===== src/rtl/pc_pkg.sv =====
// rtl/pc_pkg.sv - shared types and default parameters for the program sequencer
package pc_pkg;

    typedef enum logic [2:0] {
        PC_HOLD,
        PC_SEQ,
        PC_BR,
        PC_JMP,
        PC_CALL,
        PC_RET
    } pc_sel_t;

    localparam int PC_A_DEF  = 10;
    localparam int PC_D_DEF  = 4;
    localparam int PC_OW_DEF = 8;
    localparam int PC_CW_DEF = 16;

endpackage


===== src/rtl/ret_stack.sv =====
// rtl/ret_stack.sv - return-address LIFO with combinational top-of-stack read
module ret_stack #(
    parameter int A = 10,
    parameter int D = 4
) (
    input  logic                     clk,
    input  logic                     rst,
    input  logic                     push,
    input  logic                     pop,
    input  logic [A-1:0]             din,
    output logic [A-1:0]             dout,
    output logic [$clog2(D+1)-1:0]   depth,
    output logic                     full,
    output logic                     empty
);
    localparam int DW = $clog2(D+1);

    logic [DW-1:0] depth_q, depth_d;
    logic [A-1:0]  mem_q [D];
    logic [A-1:0]  mem_d [D];

    assign full  = (depth_q == DW'(D));
    assign empty = (depth_q == '0);
    assign depth = depth_q;

    always_comb begin
        mem_d   = mem_q;
        dout    = '0;
        depth_d = depth_q;
        for (int i = 0; i < D; i++) begin
            if (push && !full && depth_q == DW'(i))
                mem_d[i] = din;
            // Top of stack lives at depth-1, read without a clock so a return is single-cycle
            if (depth_q == DW'(i + 1))
                dout = mem_q[i];
        end
        if (push && !full)
            depth_d = depth_q + DW'(1);
        else if (pop && !empty)
            depth_d = depth_q - DW'(1);
    end

    always_ff @(posedge clk or posedge rst) begin
        if (rst)
            depth_q <= '0;
        else
            depth_q <= depth_d;
    end

    // Contents need no reset: depth alone decides what is valid
    always_ff @(posedge clk) begin
        mem_q <= mem_d;
    end

endmodule


===== src/rtl/pc_seq.sv =====
// rtl/pc_seq.sv - program counter, call/return stack, halt flags and cycle counter
module pc_seq
    import pc_pkg::*;
#(
    parameter int A  = PC_A_DEF,
    parameter int D  = PC_D_DEF,
    parameter int OW = PC_OW_DEF,
    parameter int CW = PC_CW_DEF
) (
    input  logic                   CLK,
    input  logic                   start,
    input  logic                   stall,
    input  logic                   done,
    input  logic                   jump_en,
    input  logic                   branch_en,
    input  logic                   call_en,
    input  logic                   ret_en,
    input  logic [A-1:0]           target,
    input  logic [OW-1:0]          offset,
    output logic [A-1:0]           pc,
    output logic                   halt,
    output logic                   stack_err,
    output logic [$clog2(D+1)-1:0] depth,
    output logic [CW-1:0]          cycle_ct
);
    pc_sel_t        sel;
    logic           set_halt, set_err;
    logic [A-1:0]   pc_q, pc_d;
    logic           halt_q, halt_d;
    logic           err_q, err_d;
    logic [CW-1:0]  ct_q, ct_d;
    logic [A-1:0]   stk_top;
    logic           stk_full, stk_empty;
    logic [A-1:0]   off_ext;

    assign off_ext = A'($signed(offset));

    // Priority decode: only the highest request acts, the rest are dropped silently
    always_comb begin
        sel      = PC_SEQ;
        set_halt = 1'b0;
        set_err  = 1'b0;
        if (halt_q || stall) begin
            sel = PC_HOLD;
        end else if (done) begin
            sel      = PC_HOLD;
            set_halt = 1'b1;
        end else if (ret_en) begin
            if (stk_empty) begin
                sel      = PC_HOLD;
                set_halt = 1'b1;
                set_err  = 1'b1;
            end else begin
                sel = PC_RET;
            end
        end else if (call_en) begin
            if (stk_full) begin
                sel      = PC_HOLD;
                set_halt = 1'b1;
                set_err  = 1'b1;
            end else begin
                sel = PC_CALL;
            end
        end else if (jump_en) begin
            sel = PC_JMP;
        end else if (branch_en) begin
            sel = PC_BR;
        end
    end

    always_comb begin
        pc_d = pc_q;
        case (sel)
            PC_SEQ:  pc_d = pc_q + A'(1);
            PC_BR:   pc_d = pc_q + off_ext;
            PC_JMP:  pc_d = target;
            PC_CALL: pc_d = target;
            PC_RET:  pc_d = stk_top;
            default: pc_d = pc_q;
        endcase
        halt_d = halt_q | set_halt;
        err_d  = err_q | set_err;
        ct_d   = (!halt_q && ct_q != '1) ? ct_q + CW'(1) : ct_q;
    end

    always_ff @(posedge CLK or posedge start) begin
        if (start) begin
            pc_q   <= '0;
            halt_q <= 1'b0;
            err_q  <= 1'b0;
            ct_q   <= '0;
        end else begin
            pc_q   <= pc_d;
            halt_q <= halt_d;
            err_q  <= err_d;
            ct_q   <= ct_d;
        end
    end

    ret_stack #(.A(A), .D(D)) u_stack (
        .clk   (CLK),
        .rst   (start),
        .push  (sel == PC_CALL),
        .pop   (sel == PC_RET),
        .din   (pc_q + A'(1)),
        .dout  (stk_top),
        .depth (depth),
        .full  (stk_full),
        .empty (stk_empty)
    );

    assign pc        = pc_q;
    assign halt      = halt_q;
    assign stack_err = err_q;
    assign cycle_ct  = ct_q;

endmodule


===== config.mk =====
export PLATFORM = sky130hd
export DESIGN_NAME = pc_seq
export DESIGN_NICKNAME = d
export VERILOG_FILES = /design/src/rtl/pc_pkg.sv /design/src/rtl/ret_stack.sv /design/src/rtl/pc_seq.sv
export SDC_FILE = /design/constraint.sdc
export NUM_CORES = 1
export LEC_CHECK = 0
export CELL_PAD_IN_SITES_DETAIL_PLACEMENT = 1
export CELL_PAD_IN_SITES_GLOBAL_PLACEMENT = 1
export CORE_AREA = 2 2 94 118
export CTS_CLUSTER_SIZE = 12
export DETAILED_ROUTE_END_ITERATION = 12
export DIE_AREA = 0 0 96 120
export PLACE_DENSITY_LB_ADDON = 0.08
export SYNTH_ARGS = -nofsm -noshare
export SYNTH_HDL_FRONTEND = slang
export SYNTH_HIERARCHICAL = 1
export SYNTH_SLANG_ARGS = --single-unit

===== constraint.sdc =====
create_clock -name CLK -period 2.5 [get_ports CLK]
set_input_delay 0.25 -clock CLK [delete_from_list [all_inputs] [get_ports CLK]]
set_output_delay 0.25 -clock CLK [all_outputs]
set_load 0.02 [all_outputs]

==> results.txt, run 1 <==
Async SR Flop Fraction -> 0.437
required time of the critical path -> 2.71 ns
die extent in y -> 120 µm
Post-Synthesis Mean Instance Area -> 10.5 µm²
reg-to-reg critical path startpoint -> u_stack/depth[1]
number of port buffers -> 56
maximum fanout along the worst path -> 12
post-CTS sizing -> 0
via count of the first global-routing pass -> 3405
register-to-register setup slack -> 0.16 ns
Highest Clock Rate -> 428 MHz
worst supply voltage drop on vdd -> 0.000304 V
initial drt markers -> 201
startpoint types -> flip-flop
vias per cell -> 5.52
worst setup path startpoint -> u_stack/depth[1]
nets -> 500
Sw Ratio -> 0.352
post-synthesis register bit count -> 71
final worst setup slack -> 0.163 ns
I/O pin count -> 57
worst slack at placement -> 0.0125 ns
endpoint of the worst register-to-register path -> pc[6]
Final Critical Period -> 2.34 ns
maximum count of clock buffers along a single path -> 2
most area-hungry cell type in the Yosys netlist -> sky130_fd_sc_hd__edfxtp_1
number of antenna cells inserted -> 0
Sinks on Clock Net -> 71
portion of total power attributed to the clock network -> 0.297
Static Leakage -> 1.98 nW
clock tree skew after final layout -> 0.00771 ns
HPWL after DPL -> 8.23 mm
hold buffer count at cts -> 0
slowest cell on the critical path -> sky130_fd_sc_hd__dfrtp_2
synthesized netlist cell count -> 376
Cell Chain, Critical Path -> ha_1 > ha_2 > buf_4 > a222oi_1 > a21oi_1 > a22oi_1 > o32ai_1 > a22oi_1 > o21ai_0
design internal power -> 2.86 mW
drt total wl -> 11.2 mm
netlist area before placement -> 3960 µm²
Die ar. -> 11500 µm²
clock slew at the register clock pins of the worst setup and hold paths -> 0.06 ns
filler-free cell count of the finished design -> 593
number of buffers inserted during clock tree synthesis -> 9
number of violations of the max-capacitance limit -> 0
largest net degree at the start of global routing -> 29
Post-CTS Repair Setup Buffers -> 0
most frequent cells in the layout -> sky130_fd_sc_hd__clkdlybuf4s50_1, sky130_fd_sc_hd__edfxtp_1, sky130_fd_sc_hd__nor2_1
logic depth of the worst register-to-register path -> 9
most common cell after layout, fill and taps aside -> sky130_fd_sc_hd__clkdlybuf4s50_1
actual slew at the worst max-slew pin -> 0.595 ns
number of levels the H-tree was split into -> 3
global-route wire length before repair -> 18.2 mm
final hold violations -> 0
root cell of the clock tree -> sky130_fd_sc_hd__clkbuf_16
final number of max-transition violations -> 0
CTS tree -> yes
horizontal die dimension -> 96 µm
RSZ-0062 raised after global routing -> no
net switching power of the design -> 1.55 mW
setup total negative slack -> 0 ns
post-synthesis cell type count -> 61
main flop type after synthesis -> sky130_fd_sc_hd__edfxtp_1
initial standard-cell utilization of the core -> 0.379
relative area change from synthesis to final layout -> 29.4%
share of the clock period used by the worst path after layout -> 0.935
number of synthesized flops with an enable pin -> 40
outcome -> completed
nets in the synthesized netlist -> 420
Fillers -> 1163
initial antenna violation count -> 0
Vias -> 3272
data arrival time of the critical path -> 2.54 ns
layout cells sized above 1 -> 0.128
Worst-Skew Late Latency -> 0.33 ns
Worst Setup Path Type -> reg -> reg
number of standard-cell rows in the floorplan -> 42
P per Cell Area -> 861 nW/µm²
relative max-transition margin -> 0.598
DR DRC count -> 0
final setup violation count -> 0
peak per-stage delay on the critical path -> 0.45 ns
GRT Total Usage -> 0.209
first drt pass iteration count -> 5
post-detailed-route wirelength per cell -> 18.8 µm
share of the synthesized area in the top cell type -> 0.303
GRT overflow -> 0
cell repeated most along the worst path -> sky130_fd_sc_hd__a22oi_1
area of the placeable core -> 10500 µm²
part of the Yosys area used for sequential elements -> 0.499
sequential share of power -> 0.340
cell types with the largest area share after synthesis -> sky130_fd_sc_hd__edfxtp_1, sky130_fd_sc_hd__dfrtp_1, sky130_fd_sc_hd__ha_1, sky130_fd_sc_hd__xnor2_1, sky130_fd_sc_hd__a21oi_1
yosys synthesis warning count -> 6
final antenna-violating net count -> 0
final weighted congestion in routability-driven placement -> 0.761
total instance count after detailed placement -> 577
worst hold path type -> in -> async
Combinational Power Share -> 0.363
Worst Setup End Kind -> flip-flop
==> state kept, by name, summed over array words and instances (netlist names) <==
signal / count
pc: 10
u_stack/mem_q: 40
stack_err: 1
cycle_ct: 16
u_stack/depth: 3
halt: 1
==> area by class of cell <==
cell class | count | area (µm²) | share of cell area
inverters | 18 | 67.6 | 0.0132
flip-flops and latches | 71 | 1980 | 0.386
well taps | 132 | 165 | 0.0322
clock inverters | 7 | 80.1 | 0.0156
multi-input cells | 275 | 1860 | 0.363
repair buffers | 81 | 748 | 0.146
clock buffers | 9 | 225 | 0.0439
==> logic make-up (layout without fill, tap and decap cells) <==
kind of cell | after synthesis | after routing | synth area share
fa+ha+maj | 18 | 18 | 0.0587
simple gates | 133 | 133 | 0.171
flops | 71 | 71 | 0.499
buf+inv | 30 | 115 | 0.0341
mux | 4 | 4 | 0.0104
compound gates | 91 | 91 | 0.163
xor+xnor | 29 | 29 | 0.0641
==> worst max path at each step <==
stage	endpoint	cells after the start
3_5_place_dp	pc[8]	10
5_1_grt	pc[8]	10
4_1_cts	pc[6]	9
6_report	pc[6]	9
2_1_floorplan	pc[1]	11
3_3_place_gp	pc[8]	10
==> critical path: cells and delay by family (launching register included) <==
kind,cells,cell delay (ns)
buf+inv,1,0.19
compound gates,6,1.17
fa+ha+maj,2,0.41
flops,1,0.45
==> power by group through the flow <==
stage / Sequential, mW / Clock (mW) / Combinational, mW
floorplan: 1.61 / 0 / 0.857
global placement: 1.52 / 0 / 1.56
detailed placement: 1.52 / 0 / 1.60
CTS: 1.50 / 1.34 / 1.62
global route: 1.52 / 1.38 / 1.77
finish: 1.50 / 1.31 / 1.60
==> cells in the mapped netlist (2+ instances only) <==
library cell and count:
sky130_fd_sc_hd__xor2_1 9, sky130_fd_sc_hd__a22oi_1 2, sky130_fd_sc_hd__buf_6 2, sky130_fd_sc_hd__nand2b_1 9, sky130_fd_sc_hd__nor3_1 8, sky130_fd_sc_hd__o21a_1 2
sky130_fd_sc_hd__nor2b_1 5, sky130_fd_sc_hd__o21bai_1 3, sky130_fd_sc_hd__o21ai_0 17, sky130_fd_sc_hd__a21oi_1 24, sky130_fd_sc_hd__and2_1 5, sky130_fd_sc_hd__o211ai_1 2
sky130_fd_sc_hd__ha_1 17, sky130_fd_sc_hd__nand3_1 19, sky130_fd_sc_hd__a211oi_1 2, sky130_fd_sc_hd__clkbuf_1 4, sky130_fd_sc_hd__nand2_2 2, sky130_fd_sc_hd__a22o_1 2
sky130_fd_sc_hd__o221ai_1 2, sky130_fd_sc_hd__nor4_1 4, sky130_fd_sc_hd__edfxtp_1 40, sky130_fd_sc_hd__dfrtp_1 31, sky130_fd_sc_hd__mux2i_1 3, sky130_fd_sc_hd__nor2_1 32
sky130_fd_sc_hd__a221oi_1 4, sky130_fd_sc_hd__nand2_1 28, sky130_fd_sc_hd__xnor2_1 20, sky130_fd_sc_hd__inv_1 18, sky130_fd_sc_hd__and3_1 8, sky130_fd_sc_hd__buf_2 6
sky130_fd_sc_hd__a222oi_1 10, sky130_fd_sc_hd__a31oi_1 2, sky130_fd_sc_hd__a221o_1 2, sky130_fd_sc_hd__or3_1 2, sky130_fd_sc_hd__nand4_1 4
==> routing by layer <==
metal,up-vias,wire [µm],GRT usage
li1,1561,-,-
met1,1639,4880,0.274
met2,60,5690,0.345
met3,12,417,0.0358
met4,0,168,0.0732
met5,-,0,0
==> per-stage QoR <==
stage | hold WS [ns] | cell area [µm²] | utilization | total power [mW]
floorplan | 0.00351 | 3970 | - | 2.47
global placement | 0.458 | 4810 | 0.460 | 3.09
detailed placement | 0.468 | 4810 | 0.460 | 3.13
CTS | 0.115 | 5120 | 0.489 | 4.46
global route | 0.162 | 5130 | 0.490 | 4.67
finish | 0.115 | 5130 | 0.490 | 4.41
(Power assumes the default switching activity.)
==> inputs of run 2 (changes only) <==
--- a/config.mk
+++ b/config.mk
@@ -11,7 +11,7 @@
 export CTS_CLUSTER_SIZE = 12
 export DETAILED_ROUTE_END_ITERATION = 12
 export DIE_AREA = 0 0 96 120
-export PLACE_DENSITY_LB_ADDON = 0.08
+export PLACE_DENSITY_LB_ADDON = 0.15
 export SYNTH_ARGS = -nofsm -noshare
 export SYNTH_HDL_FRONTEND = slang
 export SYNTH_HIERARCHICAL = 1
==> results.txt, run 2 (same netlist as run 1, synthesis figures left out) <==
logic depth of the worst register-to-register path -> 10
max FFs per register -> 40
CTS tree -> yes
RSZ-0062 raised after global routing -> no
portion of total power attributed to the clock network -> 0.286
final setup violation count -> 0
final number of max-transition violations -> 0
DR DRC count -> 0
HPWL after DPL -> 8.56 mm
Highest Clock Rate -> 423 MHz
setup total negative slack -> 0 ns
final weighted congestion in routability-driven placement -> 0.846
share of the clock period used by the worst path after layout -> 0.946
nets -> 501
required time of the critical path -> 2.76 ns
P per Cell Area -> 863 nW/µm²
Cell Chain, Critical Path -> ha_1 > ha_1 > buf_4 > nor4b_4 > buf_4 > nand2_2 > a31oi_1 > a221o_1 > nor2_1 > a21oi_1
hold buffer count at cts -> 0
Worst-Skew Late Latency -> 0.33 ns
Worst Setup End Kind -> flip-flop
most flop-heavy register -> u_stack/mem_q
Worst Setup Path Type -> reg -> reg
relative max-transition margin -> 0.559
I/O pin count -> 57
startpoint types -> flip-flop
initial antenna violation count -> 0
actual slew at the worst max-slew pin -> 0.656 ns
design internal power -> 2.89 mW
Sw Ratio -> 0.350
sequential share of power -> 0.332
peak per-stage delay on the critical path -> 0.42 ns
final antenna-violating net count -> 0
post-detailed-route wirelength per cell -> 18.9 µm
logic depth of the worst setup path including buffers -> 10
Sinks on Clock Net -> 71
first drt pass iteration count -> 7
worst slack at placement -> 0.0381 ns
Hold WS -> 0.126 ns
Combinational Power Share -> 0.382
worst hold path type -> in -> async
maximum fanout along the worst path -> 13
outcome -> completed
drt total wl -> 11.2 mm
net switching power of the design -> 1.56 mW
largest net degree at the start of global routing -> 29
data arrival time of the critical path -> 2.62 ns
GRT overflow -> 0
Largest delay share family, worst path -> compound AO/OA/AOI/OAI gates
Final Critical Period -> 2.36 ns
number of buffers inserted during clock tree synthesis -> 9
clock slew at the register clock pins of the worst setup and hold paths -> 0.06 ns
Buffers & Inverters on Critical Path -> 2
die extent in y -> 120 µm
utilization after layout -> 0.493
final hold violations -> 0
Vias -> 3277
GRT Total Usage -> 0.209
most frequent cells in the layout -> sky130_fd_sc_hd__clkdlybuf4s50_1, sky130_fd_sc_hd__edfxtp_1, sky130_fd_sc_hd__nor2_1
number of port buffers -> 56
most common cell after layout, fill and taps aside -> sky130_fd_sc_hd__clkdlybuf4s50_1
relative area change from synthesis to final layout -> 30.1%
initial standard-cell utilization of the core -> 0.379
initial drt markers -> 176
clock tree skew after final layout -> 0.00688 ns
root cell of the clock tree -> sky130_fd_sc_hd__clkbuf_16
number of levels the H-tree was split into -> 3
via count of the first global-routing pass -> 3518
horizontal die dimension -> 96 µm
layout cells sized above 1 -> 0.132
area of the placeable core -> 10500 µm²
Die ar. -> 11500 µm²
slowest cell on the critical path -> sky130_fd_sc_hd__dfrtp_2
vias per cell -> 5.52
number of antenna cells inserted -> 0
number of standard-cell rows in the floorplan -> 42
final worst setup slack -> 0.136 ns
Static Leakage -> 1.98 nW
global-route wire length before repair -> 18.1 mm
number of violations of the max-capacitance limit -> 0
worst supply voltage drop on vdd -> 0.000393 V
maximum count of clock buffers along a single path -> 2
[run 2: cell count changes in the layout (fill, tap and decap cells not counted), sizes merged]
cell | previous run | this run
clkinv | 2 | 4
inv | 21 | 19
buf | 25 | 26
[run 2: layout make-up]
class | count | area (µm²)
clock buffers | 9 | 225
inverters | 18 | 67.6
flip-flops and latches | 71 | 1980
clock inverters | 7 | 72.6
repair buffers | 82 | 756
well taps | 132 | 165
fillers | 1140 | 5310
multi-input cells | 275 | 1890
[run 2: power by group through the flow]
stage	registers, mW	clock network (mW)	logic (mW)
2_1_floorplan	1.61	0	0.857
6_report	1.48	1.27	1.70
4_1_cts	1.48	1.30	1.67
3_3_place_gp	1.50	0	1.61
5_1_grt	1.50	1.35	1.86
3_5_place_dp	1.50	0	1.66
[run 2: through the flow]
step	cells	instance area, µm²	power [mW]
finish	594	5150	4.45
global route	594	5150	4.71
CTS	593	5110	4.44
detailed placement	577	4810	3.16
global placement	577	4810	3.11
floorplan	376	3970	2.47
[run 2: worst paths after layout]
kind | from | end | slack [ns]
worst max-delay path | u_stack/depth[0] | pc[8] | 0.14
worst min-delay path | start | u_stack/depth[2] | 0.13
worst max register to register | u_stack/depth[0] | pc[8] | 0.14
worst min register to register | stack_err | stack_err | 0.48
max in group asynchronous | start | pc[5] | 1.88
min in group CLK | stack_err | stack_err | 0.48
[run 2: metal layers]
metal  track usage  up-vias  part of all wire
met1         0.260     1635              0.42
li1              -     1565                 -
met4        0.0563        0             0.012
met2         0.360       68              0.53
met3        0.0446        9             0.039
met5             0        -                 0
[run 2: timing repair]
action	in CTS	in global routing
gates resized for setup	0	8
endpoints found under the setup margin	0	9
buffers inserted	0	1
